$ cat src/rtl/signed_dot_accum.sv
// signed_dot_accum: saturating signed accumulator for LEN multiplier products.
// It takes one product per in_valid/in_ready handshake and, after LEN
// products, presents the clamped sum and a sticky overflow flag on a
// valid/ready output port.
module signed_dot_accum #(
  parameter int WIDTH = 6,
  parameter int ACC_W = 20,
  parameter int LEN   = 8
) (
  input  logic               clk,
  input  logic               rst,
  input  logic               clear,
  input  logic               in_valid,
  output logic               in_ready,
  input  logic [2*WIDTH-1:0] in_p,
  output logic               out_valid,
  input  logic               out_ready,
  output logic [ACC_W-1:0]   out_acc,
  output logic               out_ovf
);

  localparam int CW = $clog2(LEN + 1);

  typedef enum logic [1:0] {
    IDLE,
    ACC,
    OUT
  } state_t;

  state_t            state;
  state_t            state_nxt;
  logic [ACC_W-1:0]  acc;
  logic [CW-1:0]     cnt;
  logic              ovf;

  logic              accept;
  logic              last;
  logic              release_out;
  logic [ACC_W:0]    sum;
  logic              sat_hit;
  logic [ACC_W-1:0]  acc_sat;
  logic              ovf_nxt;

  // Sign-extended add with clamping to the ACC_W-bit signed range
  always_comb begin
    sum     = {acc[ACC_W-1], acc} + {{(ACC_W + 1 - 2*WIDTH){in_p[2*WIDTH-1]}}, in_p};
    sat_hit = (sum[ACC_W] != sum[ACC_W-1]);
    if (!sat_hit) begin
      acc_sat = sum[ACC_W-1:0];
    end else if (sum[ACC_W]) begin
      acc_sat = {1'b1, {(ACC_W-1){1'b0}}};
    end else begin
      acc_sat = {1'b0, {(ACC_W-1){1'b1}}};
    end
    ovf_nxt = ovf | sat_hit;
  end

  // Next-state and handshake outputs; clear overrides every handshake
  always_comb begin
    state_nxt   = state;
    in_ready    = 1'b0;
    out_valid   = 1'b0;
    accept      = 1'b0;
    release_out = 1'b0;
    last        = (cnt == CW'(LEN - 1));
    case (state)
      IDLE: begin
        state_nxt = ACC;
      end
      ACC: begin
        in_ready = 1'b1;
        accept   = in_valid & ~clear;
        if (accept && last) begin
          state_nxt = OUT;
        end
      end
      OUT: begin
        out_valid   = 1'b1;
        release_out = out_ready & ~clear;
        if (clear || out_ready) begin
          state_nxt = ACC;
        end
      end
      default: begin
        state_nxt = IDLE;
      end
    endcase
    if (clear) begin
      state_nxt = ACC;
    end
  end

  // State register
  always_ff @(posedge clk or posedge rst) begin
    if (rst) begin
      state <= IDLE;
    end else begin
      state <= state_nxt;
    end
  end

  // Accumulator, product counter, sticky flag and result registers
  always_ff @(posedge clk or posedge rst) begin
    if (rst) begin
      acc     <= '0;
      cnt     <= '0;
      ovf     <= 1'b0;
      out_acc <= '0;
      out_ovf <= 1'b0;
    end else if (clear || release_out) begin
      acc <= '0;
      cnt <= '0;
      ovf <= 1'b0;
    end else if (accept) begin
      acc <= acc_sat;
      cnt <= cnt + CW'(1);
      ovf <= ovf_nxt;
      if (last) begin
        out_acc <= acc_sat;
        out_ovf <= ovf_nxt;
      end
    end
  end

endmodule

$ cat config.mk
export PLATFORM = sky130hd
export DESIGN_NAME = signed_dot_accum
export DESIGN_NICKNAME = d
export VERILOG_FILES = /design/src/rtl/signed_dot_accum.sv
export SDC_FILE = /design/constraint.sdc
export NUM_CORES = 1
export LEC_CHECK = 0
export CORE_ASPECT_RATIO = 2
export CORE_MARGIN = 8
export CORE_UTILIZATION = 45
export CTS_BUF_LIST = sky130_fd_sc_hd__clkbuf_2
export DETAILED_ROUTE_END_ITERATION = 8
export PLACE_DENSITY = 0.7
export SLEW_MARGIN = 20
export SYNTH_ARGS = -nofsm -noshare
export SYNTH_HDL_FRONTEND = slang
export SYNTH_SLANG_ARGS = --single-unit
export TNS_END_PERCENT = 5
$ cat constraint.sdc
create_clock -name clk -period 2.3 [get_ports clk]
set_input_delay 0.23 -clock clk [delete_from_list [all_inputs] [get_ports clk]]
set_output_delay 0.23 -clock clk [all_outputs]
set_load 0.005 [all_outputs]
Yosys cells after proc, flatten, opt, wreduce, memory -nomap -nowiden
Cells that the tools add are included.
{ "totals": {"regBits": 48, "latch_bits": 0, "ramBits": 0, "mem_bits_ro": 0, "input_bits": 17, "word_cells": 42, "mem_count": 0} }
{ "op_classes": {"n_addsub": 2, "mul": 0, "div_mod_pow": 0, "order_cmp": 0, "n_eq_ne": 6, "n_shift": 0, "mux": 16, "bitwise_logic": 5, "n_reduce_logical": 7} }
{ "op_table": {"columns": ["op", "count"], "rows": [
  ["2-to-1 mux 20 bit", 4],
  ["adder 20 x 12 -> 21 bit", 1],
  ["2-to-1 mux 4 bit", 2],
  ["2-to-1 mux 1 bit", 6],
  ["2-to-1 mux 2 bit", 3],
  ["!= test 3 bit, second input constant", 2],
  ["one-hot mux 2 bit (3 select lines)", 1],
  ["adder 4 x 1 -> 4 bit, second input constant", 1],
  ["== test 4 x 3 -> 1 bit, second input constant", 1],
  ["AND reduction 3 bit", 1],
  ["bitwise AND 1 bit", 2],
  ["== test 2 x 1 -> 1 bit, second input constant", 1],
  ["== test 2 bit, second input constant", 1],
  ["zero test 2 bit", 1],
  ["logical OR 1 bit", 2],
  ["NOT 1 bit", 2],
  ["AND reduction 2 bit", 1],
  ["nonzero test 2 bit", 1],
  ["logical AND 1 bit", 1],
  ["!= test 1 bit", 1],
  ["OR 1 bit", 1]
]} }

Logic depth before layout (Yosys ltp)
{ "depth": {"word_depth": 6, "mapped_depth": 12} }

Worst setup path before layout
Ideal clock, no wire load.
{ "synth_path": {"path_type": "flip-flop to flip-flop", "startpoint": "register acc[0]", "endpoint": "register acc[12]", "t_arrival_ps": 2491, "slack_ps": -269, "path_stages_with_launch": 13, "n_path_buf": 1, "cell_sequence": "dfrtp_1 -> ha_1 -> inv_1 -> fa_1 -> and2b_1 -> o2111ai_1 -> a21o_1 -> and2_4 -> o31ai_4 -> a31o_2 -> nor2_4 -> buf_6 -> a21oi_1"} }
{ "synth_between": {"elab_chain_cells": 5, "word_cells_on_any_way": 6} }
{ "synth_lines": {"columns": ["element", "line", "text"], "rows": [
  ["start, declared", "32", "logic [ACC_W-1:0] acc;"],
  ["start signal, assigned", "115", "acc <= acc_sat;"],
  ["adder 20 x 12 -> 21 bit (*)", "46", "sum = {acc[ACC_W-1], acc} + {{(ACC_W + 1 - 2*WIDTH){in_p[2*WIDTH-1]}}, in_p};"],
  ["2-to-1 mux 20 bit / != test 1 bit (equally long branches)", "50, 47", null],
  ["2-to-1 mux 20 bit (*)", "48", "if (!sat_hit) begin"],
  ["2-to-1 mux 20 bit (*)", "114", "end else if (accept) begin"],
  ["2-to-1 mux 20 bit (*)", "110", "end else if (clear || release_out) begin"]
]} }
Every way passes the cells marked *; elsewhere a longest branch is shown, timed or not. The select of a mux whose other input is x is not followed.
A chain may end at the register's enable or synchronous reset.

Worst setup path after layout
{ "layout_path": {"startpoint": "register acc[0]", "endpoint": "register out_acc[16]"} }
{ "layout_between": {"elab_chain_cells": 3, "word_cells_on_any_way": 4} }
{ "layout_lines": {"columns": ["element", "line", "text"], "rows": [
  ["adder 20 x 12 -> 21 bit (*)", "46", null],
  ["2-to-1 mux 20 bit / != test 1 bit (equally long branches)", "50, 47", null],
  ["2-to-1 mux 20 bit (*)", "48", null],
  ["end signal, assigned", "119", "out_acc <= acc_sat;"],
  ["end, declared", "18", "output logic [ACC_W-1:0] out_acc,"]
]} }
Every way passes the cells marked *; elsewhere a longest branch is shown, timed or not.

==> results.yml <==
placed_design:
  io_buffers: 39
  dp.cells: 529
  place_congestion: 0.942
  dp_hpwl_mm: 7.51
yosys:
  syn_avg_cell_area_um2: 9.06
  synth_top_area_cell: "dfrtp_1"
  syn_area_um2: 3070
  yosysSeqAreaShare_pct: 39.1
  synthFlopType: "dfrtp_1"
  synth_edf_count: 0
  yosys-top-cells-area: "dfrtp_1 39%, a21oi_1 9.1%, ha_1 8.6%"
  postSynthNetCount: 378
  yosysTopAreaCellShare_pct: 39.1
  synthDistinctLibCells: 54
  synth-async-reset-ratio_pct: 100
  synth_cells: 339
  ys_warn_count: 0
  ys_ff_latch: 48
routing:
  routed_wl_mm: 9.64
  vias: 2974
  drt.antenna.violating_nets: 0
  wl_per_cell_um: 17.9
  firstDrtPassIters: 6
  drtIter0Drc: 122
  viasPerCell: 5.51
  drc_errors: 0
setup_path:
  crit_type: "reg -> reg"
  reg2reg_to: "out_acc[16]"
  r2r_start: "acc[0]"
  arrival_ns: 3.06
  rr_worst_depth: 12
  worst_setup_path_start_kind: "flip-flop"
  regToRegSetupSlack_ns: -0.37
  cp-end-kind: "flip-flop"
  path_max_fanout: 13
  cp.required_ns: 2.69
timing:
  post-route-min-period_ns: 2.67
  slew_headroom_pct: 64.3
  skew_ns: 0.0190
  tightest_slew_ns: 0.534
  period_share_pct: 116
  slew_violations: 0
  fin_ws_ns: -0.370
  grt_setup_unrepaired: "yes"
  fmax_mhz: 375
  hold_viol_final: 0
  setup-violations-final: 42
power_and_ir_drop:
  intPower_uw: 1810
  power_density_nw_per_um2: 687
  power_switching_uw: 1190
  combPwrFrac_pct: 54.7
  peakVddDrop_mv: 0.473
  p_sw_share_pct: 39.6
  seq_power_share_pct: 33.0
  total_power_uw: 2990
  pwr-share-clk_pct: 12.3
  p_leak_uw: 0.00206
global_routing:
  grt_pass1_vias: 3233
  antenna_found_initial: 0
  grt_max_degree: 27
  grt_pass1_wl_mm: 15.4
  overflow: 0
  grt_usage_pct: 20.6
die:
  chipWidth_um: 74.4
  die_area_um2: 9890
  die_h_um: 133
  num_rows: 42
  num_io_pins: 40
  start_util_pct: 46.4
  fp.coreArea_um2: 6620
job:
  cap_viol_max_count: 0
status:
  violations: "negative setup slack"
  status: "complete, but fails checks"
cells_and_area:
  final_util_pct: 65.8
  antenna_cells: 0
  fin_cells: 540
  nets: 490
  final_cell_mix: "74 x buf_4, 48 x dfrtp_1, 39 x a21oi_1, 39 x clkdlybuf4s50_1, 29 x nand2_1"
  layout_commonest_cell: "buf_4"
  area_delta_synth_final_pct: 41.9
  drive_gt1_share_pct: 31.6
cts:
  ctsHoldBuffers: 0
  cts_buffer_depth: 2
  cts_tree: "yes"
  clkLatencyLatePin_ns: 0.46
  cts_made_buffers: 5
  clk_pin_slew_ns: 0.26
  htree_levels: 2
  cts_sinks: 48
  cts_root_buf: "clkbuf_2"
worst_hold_path:
  hold_path_class: "in -> async"
-- cell families (layout without fill, tap and decap cells) --
| family | Yosys count | after routing | synth area share, % |
|---|---|---|---|
| and+or+nand+nor | 107 | 107 | 17.4 |
| adders and majority gates | 22 | 22 | 9.21 |
| xor gates and xnor gates | 11 | 11 | 3.14 |
| buffers and inverters | 24 | 137 | 3.95 |
| AOI/OAI and AO/OA | 127 | 127 | 27.2 |
| DFF | 48 | 48 | 39.1 |
-- stage by stage --
stage | hold slack (ns) | worst slack [ns] | setup TNS (ns) | area (um2)
6_report | 0.0786 | -0.370 | -12.92 | 4360
3_5_place_dp | 0.479 | -0.769 | -28.72 | 4140
3_3_place_gp | 0.463 | -0.764 | -26.98 | 4140
2_1_floorplan | 0.296 | -0.160 | -4.32 | 3100
4_1_cts | 0.0574 | -0.349 | -12.20 | 4310
5_1_grt | 0.0663 | -0.518 | -17.02 | 4360
-- flip-flops by register name (all words and copies together) (netlist names) --
| name | cells |
|---|---|
| acc | 20 |
| out_acc | 20 |
| cnt | 4 |
| ovf | 1 |
| state | 2 |
| out_ovf | 1 |
-- critical path: stages, from the launching register on --
cell and delay [ns]:
dfrtp_1 0.46, ha_4 0.16, inv_2 0.04, fa_2 0.33, and2b_1 0.24, o2111ai_2 0.12
a21o_1 0.20, and2_4 0.18, o31ai_4 0.25, a31o_4 0.27, nor2_4 0.05, buf_12 0.15
a21oi_1 0.16
-- timing repair --
action,in CTS,in global routing
pin swaps,7,11
resized for setup,24,12
setup buffers,2,1
setup endpoints to repair,42,42
-- metal layers --
layer / part of all wire, % / global-route usage (%)
met2: 57 / 39.7
met1: 36 / 19.2
met4: 4.4 / 10.5
met5: 0 / 0
met3: 2.5 / 2.95
-- synth_stat cells, types with 6 or more instances --
cell / count
nand3_1: 15
nand2_1: 32
inv_1: 11
o21ai_0: 16
a21oi_1: 56
clkbuf_1: 8
nor2_1: 28
o21a_1: 6
a31oi_1: 6
ha_1: 21
a21o_1: 8
xnor2_1: 8
dfrtp_1: 48
-- worst max-delay path by stage --
stage                  start           to  slack, ns  depth (start not counted)
floorplan             acc[0]       acc[4]      -0.16                         12
detailed placement   in_p[0]  out_acc[18]      -0.77                         13
global placement    in_p[11]   out_acc[4]      -0.76                         11
CTS                   acc[0]  out_acc[18]      -0.35                         12
finish                acc[0]  out_acc[16]      -0.37                         12
global route          acc[0]      acc[16]      -0.52                         12
-- power groups by stage --
stage | combinational (uW) | clock, uW | sequential (uW)
after floorplan | 896 | 0 | 975
after global placement | 1490 | 0 | 997
after detailed placement | 1510 | 0 | 998
after CTS | 1590 | 383 | 986
after global routing | 1780 | 418 | 996
final | 1640 | 368 | 987
-- area by class of cell --
class / instances / area [um2]
clock inverters: 3 / 17.5
repair buffers: 118 / 1040
multi-input cells: 267 / 1930
fillers: 613 / 2260
well taps: 88 / 110
clock buffers: 5 / 25.0
flip-flops and latches: 48 / 1200
inverters: 11 / 41.3
Note: power is estimated with default switching activity, not from simulation.
